<file path="config.mk">
export PLATFORM = sky130hd
export DESIGN_NAME = pixel_burst_packer
export DESIGN_NICKNAME = d
export VERILOG_FILES = /design/src/rtl/pixel_burst_packer.sv
export SDC_FILE = /design/constraint.sdc
export NUM_CORES = 2
export LEC_CHECK = 0
export CAP_MARGIN = 20
export CORE_AREA = 4 4 438 440
export CTS_BUF_LIST = sky130_fd_sc_hd__clkbuf_16
export CTS_CLUSTER_SIZE = 12
export DETAILED_ROUTE_END_ITERATION = 10
export DIE_AREA = 0 0 442 444
export GPL_ROUTABILITY_DRIVEN = 0
export HOLD_SLACK_MARGIN = 0.12
export SKIP_CTS_REPAIR_TIMING = 1
export SLEW_MARGIN = 5
export SYNTH_ARGS = -nofsm -noshare
export SYNTH_HDL_FRONTEND = slang
export SYNTH_SLANG_ARGS = --single-unit
</file>
<file path="constraint.sdc">
create_clock -name CLK -period 12.3 [get_ports CLK]
set_input_delay 3.69 -clock CLK [delete_from_list [all_inputs] [get_ports CLK]]
set_output_delay 3.69 -clock CLK [all_outputs]
set_load 0.02 [all_outputs]
</file>
<file path="src/rtl/pixel_burst_packer.sv">
// Packs camera pixel bytes into 64-bit little-endian words and queues them in a
// first-word-fall-through FIFO; a pulse announces every BURST_BEATS new words.
module pixel_burst_packer #(
  parameter int BURST_BEATS = 16,
  parameter int FIFO_DEPTH  = 32
) (
  input  logic        CLK,
  input  logic        RST,
  input  logic [7:0]  pix_in,
  input  logic        pix_valid,
  input  logic        frame_start,
  input  logic        start,
  input  logic        stop,
  output logic [63:0] dout,
  output logic        dout_valid,
  input  logic        dout_ready,
  output logic        burst_valid,
  output logic [31:0] drop_cnt,
  output logic [15:0] frame_cnt
);

  localparam int AW = $clog2(FIFO_DEPTH);
  localparam int PW = $clog2(BURST_BEATS) + 1;
  localparam logic [AW:0]   DEPTH_L   = (AW+1)'(FIFO_DEPTH);
  localparam logic [PW-1:0] LAST_BEAT = PW'(BURST_BEATS - 1);

  typedef enum logic [1:0] {
    S_IDLE       = 2'd0,
    S_WAIT_FRAME = 2'd1,
    S_RUN        = 2'd2
  } state_t;

  state_t        r_state;
  state_t        w_state_next;
  logic [2:0]    r_byte_idx;
  logic [63:0]   r_word;
  logic [63:0]   r_mem [FIFO_DEPTH];
  logic [AW:0]   r_wr_ptr;
  logic [AW:0]   r_rd_ptr;
  logic [AW:0]   r_occ;
  logic [PW-1:0] r_pend;
  logic          r_burst;
  logic [31:0]   r_drop_cnt;
  logic [15:0]   r_frame_cnt;

  logic          w_first_pix;
  logic          w_pix_take;
  logic          w_word_done;
  logic          w_full;
  logic          w_wr_en;
  logic          w_drop;
  logic          w_rd_en;
  logic [63:0]   w_full_word;

  // A frame-start pixel always lands in byte 0, in WAIT_FRAME or mid-word in RUN.
  assign w_first_pix = !stop && pix_valid && frame_start &&
                       ((r_state == S_WAIT_FRAME) || (r_state == S_RUN));
  assign w_pix_take  = !stop && pix_valid && (r_state == S_RUN);
  assign w_word_done = w_pix_take && !frame_start && (r_byte_idx == 3'd7);
  assign w_full      = ((r_wr_ptr - r_rd_ptr) == DEPTH_L);
  assign w_wr_en     = w_word_done && !w_full;
  assign w_drop      = w_word_done && w_full;
  assign w_rd_en     = (r_occ != (AW+1)'(0)) && dout_ready;
  assign w_full_word = {pix_in, r_word[55:0]};

  assign dout_valid  = (r_occ != (AW+1)'(0));
  assign dout        = dout_valid ? r_mem[r_rd_ptr[AW-1:0]] : 64'h0;
  assign burst_valid = r_burst;
  assign drop_cnt    = r_drop_cnt;
  assign frame_cnt   = r_frame_cnt;

  // Capture state register.
  always_ff @(posedge CLK) begin
    if (RST) begin
      r_state <= S_IDLE;
    end else begin
      r_state <= w_state_next;
    end
  end

  // Next-state decode; stop takes priority over every other command.
  always_comb begin
    w_state_next = r_state;
    if (stop) begin
      w_state_next = S_IDLE;
    end else begin
      case (r_state)
        S_IDLE: begin
          if (start) begin
            w_state_next = S_WAIT_FRAME;
          end else begin
            w_state_next = S_IDLE;
          end
        end
        S_WAIT_FRAME: begin
          if (pix_valid && frame_start) begin
            w_state_next = S_RUN;
          end else begin
            w_state_next = S_WAIT_FRAME;
          end
        end
        S_RUN: begin
          w_state_next = S_RUN;
        end
        default: begin
          w_state_next = S_IDLE;
        end
      endcase
    end
  end

  // Byte packing, FIFO bookkeeping, burst accounting and statistics.
  always_ff @(posedge CLK) begin
    if (RST) begin
      r_byte_idx  <= 3'd0;
      r_word      <= 64'h0;
      r_wr_ptr    <= (AW+1)'(0);
      r_rd_ptr    <= (AW+1)'(0);
      r_occ       <= (AW+1)'(0);
      r_pend      <= PW'(0);
      r_burst     <= 1'b0;
      r_drop_cnt  <= 32'h0;
      r_frame_cnt <= 16'h0;
    end else begin
      r_burst <= 1'b0;

      if (stop) begin
        r_byte_idx <= 3'd0;
      end else if (w_first_pix) begin
        r_word[7:0] <= pix_in;
        r_byte_idx  <= 3'd1;
        r_frame_cnt <= r_frame_cnt + 16'd1;
      end else if (w_pix_take) begin
        r_word[{r_byte_idx, 3'b000} +: 8] <= pix_in;
        r_byte_idx <= r_byte_idx + 3'd1;
      end else begin
        r_byte_idx <= r_byte_idx;
      end

      // Only words that actually enter the FIFO count toward a burst.
      if (w_wr_en) begin
        r_wr_ptr <= r_wr_ptr + (AW+1)'(1);
        if (r_pend == LAST_BEAT) begin
          r_pend  <= PW'(0);
          r_burst <= 1'b1;
        end else begin
          r_pend <= r_pend + PW'(1);
        end
      end

      if (w_drop && (r_drop_cnt != 32'hFFFF_FFFF)) begin
        r_drop_cnt <= r_drop_cnt + 32'd1;
      end

      if (w_rd_en) begin
        r_rd_ptr <= r_rd_ptr + (AW+1)'(1);
      end

      case ({w_wr_en, w_rd_en})
        2'b10:   r_occ <= r_occ + (AW+1)'(1);
        2'b01:   r_occ <= r_occ - (AW+1)'(1);
        default: r_occ <= r_occ;
      endcase
    end
  end

  // FIFO storage; contents are masked on dout while empty, so no reset is needed.
  always_ff @(posedge CLK) begin
    if (w_wr_en) begin
      r_mem[r_wr_ptr[AW-1:0]] <= w_full_word;
    end
  end

endmodule
</file>
# Word-level counts from Yosys, hierarchy flattened
# Memories as Yosys holds them, arrays and structs flattened. A register that Yosys moved wholly into a read port is not among the register bits.
# Cells that the tools add are included.
# Widths: inputs -> output; s select.
# totals
regBits	141
mem_count	1
inputBits	15
ramBits	2048
# classes
n_mux	16
n_bitwise	3
eq_ne	8
add_sub_neg	10
reduce_logical	25
shifts	2
# mem_list
name	depth	word_bits	read_ports	rd_ports_with_merged_regs	wr	line_no	source
r_mem	32	64	1	1	1	37	logic [63:0] r_mem [FIFO_DEPTH];
# ops
cell	n
$bwmux 64	1
$mux 64	1
$shift 8x8->64 const A	1
$shiftx 8x8->64	1
$add 32x1->32 const B	1
$ne 32x32->1 const B	1
$add 6x1->6 const B	3
$add 16x1->16 const B	1
$mux 8	2
$mux 5	3
$pmux 6 s2	1
$logic_and 1x1->1	11
$neg 6->8	1
$eq 6x6->1 const B	1
$mux 1	6
$pmux 2 s3	1
$reduce_bool 6->1	1
$sub 6x1->6 const B	1
$sub 6x6->6	1
$add 5x1->5 const B	1
$eq 5x4->1 const B	1
$eq 2x1->1 const B	2
$eq 2x2->1 const B	2
$reduce_and 2->1	2
other kinds (11)	17

# Depth between registers and ports, before layout
# depth
word_depth	8
depth_mapped	19
depth_no_buf	17

# Worst setup path before layout
# No wires, ideal clock.
# synth_timing
kind	input to register
start	input port stop
end	memory r_mem[30][0] (enable)
path_slack_ps	4566
required_ps	11813
path_stages	5
arrival_time_ps	7247
cell_sequence	buf_6 nand3b_4 nor3b_4 o211ai_1 nor2_1
# synth_between
elab_chain_len	8
# synth_lines
element	line_no	source
from (decl)	13	input logic stop,
$logic_not 1->1	58	assign w_pix_take = !stop && pix_valid && (r_state == S_RUN);
$logic_and 1x1->1 (2 in a row)	58	
$logic_and 1x1->1 (2 in a row)	59	assign w_word_done = w_pix_take && !frame_start && (r_byte_idx == 3'd7);
$logic_and 1x1->1	61	assign w_wr_en = w_word_done && !w_full;
$mux 1	169	if (w_wr_en) begin
$mux 1 (not written as such)	170	r_mem[r_wr_ptr[AW-1:0]] <= w_full_word;
to (decl)	37	
# Every way passes these cells.

==> results.py <==
metrics = {
    "run_status": {
        "outcome": "finished clean",
    },
    "clock_network": {
        "clock_latency_ns": 0.87,
        "cts_tree": "done",
        "cts_htree_levels": 4,
        "clkTransAtPathRegs_ns": 0.06,
        "clock_path_buffers": 3,
        "clock-sinks": 2186,
        "cts-root-buf": "clkbuf_16",
        "cts_buffers": 218,
    },
    "timing": {
        "relSlewSlack_pct": 21.5,
        "finClkSkew_ns": 0.0326,
        "setup_violations": 0,
        "fin_crit_sh_pct": 72.6,
        "hold_slack_ns": 0.476,
        "finalSetupTns_ns": 0,
        "fmaxAchievable_mhz": 112,
        "rsz0062_at_grt": "false",
        "slew_viol_final": 0,
        "tightest_slew_ns": 1.18,
        "hold_viol_final": 0,
        "period_needed_ns": 8.93,
    },
    "pwr": {
        "p_per_area_mw_per_mm2": 147,
        "ir_worst_vdd_v": 0.000115,
        "leakagePower_nw": 27.7,
    },
    "synthesis": {
        "synth_area_leader_cell": "edfxtp_1",
        "yosys-top-cells-area": "edfxtp_1 73%, mux4_2 17%, dfxtp_1 3.3%",
        "synth_ff_type": "edfxtp_1",
        "ys_seq_area_share_pct": 76.4,
        "synth_cell_type_count": 60,
        "syn_area_mm2": 0.0841,
        "ys.warnings.count": 0,
        "synthCells": 3786,
        "synth_area_per_cell_um2": 22.2,
        "synth-seq-cells": 2186,
        "synth_edf_count": 2048,
        "synth-async-reset-ratio_pct": 0,
        "syn-num-nets": 3828,
        "synth_top_area_share_pct": 73.2,
    },
    "worst_hold_path": {
        "holdPathEnd": "burst_valid",
        "whs_path_depth": 1,
        "hp-start": "r_pend[4]",
        "hp-class": "reg2reg",
    },
    "worst_setup_path": {
        "r2r_end": "r_mem[27][23]",
        "arrival_ns": 5.24,
        "end_kind": "output port",
        "crit_chain": "buf_4 -> buf_4 -> mux4_2 -> mux4_2 -> mux2i_1 -> nor2_1 -> clkdlybuf4s50_1",
        "critPathRequiredTime_ns": 8.61,
        "path_max_fanout": 40,
        "slowest_stage": "dfxtp_4",
        "path_class": "reg2out",
        "reg2reg_depth": 8,
        "rr_startpoint": "r_wr_ptr[2]",
        "cp-start-kind": "flip-flop",
        "crit_path_max_incr_delay_ns": 0.96,
        "reg2reg_setup_slack_ns": 7.70,
    },
    "drt": {
        "drtPass1Iterations": 5,
        "num_vias": 40140,
        "drcViolationCount": 0,
        "wirelength_um": 212000,
        "viasPerCell": 5.96,
        "antenna_left": 0,
        "avgRoutedWirePerCell_um": 31.5,
        "drtIter0Drc": 4615,
    },
    "floorplan": {
        "design.core.area_mm2": 0.188,
        "rows": 159,
        "chipHeight_um": 444,
        "initial_core_util_pct": 44.8,
        "ioPinCount": 129,
        "fp.dieW_um": 442,
        "dieArea_mm2": 0.196,
    },
    "placed_design": {
        "place_hpwl_um": 106000,
        "port_buffers": 128,
    },
    "final_layout": {
        "final_cell_mix": "2,048 x edfxtp_1, 640 x mux4_2, 221 x clkbuf_16",
        "drive_gt1_share_pct": 25.6,
        "post-route-util_pct": 51.1,
        "area_growth_pct": 14.1,
        "fin_nets": 4110,
        "final_common_cell": "edfxtp_1",
    },
    "run": {
        "cap_viol_max_count": 0,
    },
    "grt": {
        "grt-ovfl-total": 0,
        "grt_pass1_vias": 41125,
        "grt_pass1_wl_um": 302000,
        "grt_max_degree": 175,
        "antenna_found_initial": 4,
        "gr-usage-all-layers_pct": 21.5,
    },
}
==> layout make-up <==
| class | count | area [um^2] |
|---|---|---|
| inverter | 18 | 72.6 |
| antenna | 4 | 10.0 |
| fill | 14612 | 91700 |
| multi-input combinational | 1382 | 19100 |
| timing repair buffer | 262 | 2840 |
| clock inverter | 166 | 971 |
| clock buffer | 219 | 5480 |
| sequential | 2186 | 64300 |
| tap | 2495 | 3120 |
==> critical path: cells and delay by family (launching register included) <==
family | cells | cell delay, ns
buf+inv | 3 | 1.82
mux | 3 | 1.42
flops | 1 | 0.96
simple gates | 1 | 0.17
==> logic make-up (layout without fill, tap and decap cells) <==
group	after synthesis	in the layout	synth area share [%]
adders and majority gates	27	27	0.402
buffers and inverters	218	665	1.09
and+or+nand+nor	469	469	2.64
DFF	2186	2186	76.4
muxes	723	723	18.1
AOI/OAI and AO/OA	115	115	0.786
other	0	4	0
xor gates and xnor gates	48	48	0.509
==> flip-flops by register name, summed over array words and instances, names as in the netlist, named ones only <==
name         cells
r_pend           5
r_occ            6
r_byte_idx       3
r_word          56
r_rd_ptr         6
frame_cnt       16
r_mem         2048
drop_cnt        32
burst_valid      1
r_wr_ptr         6
r_state          2
==> worst max-delay path by stage <==
stage                     cells past startpoint            to  startpoint  slack [ns]
final                                         7       dout[3]   flip-flop        3.37
after global routing                          7       dout[3]   flip-flop        2.95
after CTS                                     7       dout[3]   flip-flop        3.18
after detailed placement                      7       dout[3]   flip-flop        4.10
after global placement                        7       dout[3]   flip-flop        4.09
after floorplan                               5  r_mem[30][0]        stop        4.57
==> cells in the mapped netlist (all sizes together) (2+ instances only) <==
| library cell | count |
|---|---|
| or2 | 6 |
| a21o | 2 |
| or3b | 2 |
| clkbuf | 114 |
| xnor2 | 17 |
| and3 | 15 |
| or4 | 8 |
| or4b | 2 |
| o211ai | 4 |
| nand3b | 6 |
| mux2i | 82 |
| mux4 | 640 |
| o21ai | 15 |
| nand4 | 19 |
| nand2 | 69 |
| nor3 | 13 |
| nand3 | 56 |
| ha | 27 |
| nor2 | 225 |
| o31ai | 8 |
| or3 | 12 |
| and2 | 5 |
| nor2b | 6 |
| dfxtp | 138 |
| buf | 86 |
| inv | 18 |
| a31oi | 4 |
| xor2 | 31 |
| o22ai | 3 |
| nor4 | 12 |
| edfxtp | 2048 |
| and4 | 4 |
| nor3b | 5 |
| a21oi | 71 |
==> layer usage <==
| metal | track usage (%) | vias up | routed length (um) |
|---|---|---|---|
| li1 | - | 16445 | - |
| met1 | 29.8 | 21802 | 86400 |
| met3 | 4.13 | 320 | 15700 |
| met4 | 6.11 | 0 | 5590 |
| met5 | 0 | - | 0 |
| met2 | 35.1 | 1573 | 105000 |
==> where the power goes <==
group / switching [mW] / internal (mW) / leakage, nW / total, mW
Combinational: 0.0305 / 0.00820 / 5.38 / 0.0387
Sequential: 0.00184 / 8.02 / 18.9 / 8.02
Clock: 2.75 / 3.28 / 3.47 / 6.03
Total: 2.79 / 11.3 / 27.7 / 14.1
==> per-stage QoR <==
| step | cells | cell area, um^2 | worst slack, ns | power [mW] |
|---|---|---|---|---|
| 2_1_floorplan | 3786 | 84100 | 4.57 | 8.19 |
| 3_3_place_gp | 6313 | 88700 | 4.09 | 8.22 |
| 3_5_place_dp | 6313 | 88700 | 4.10 | 8.22 |
| 4_1_cts | 6698 | 95200 | 3.18 | 14.2 |
| 5_1_grt | 6729 | 95900 | 2.95 | 14.5 |
| 6_report | 6732 | 95900 | 3.37 | 14.1 |
Note: power is estimated with default switching activity, not from simulation.
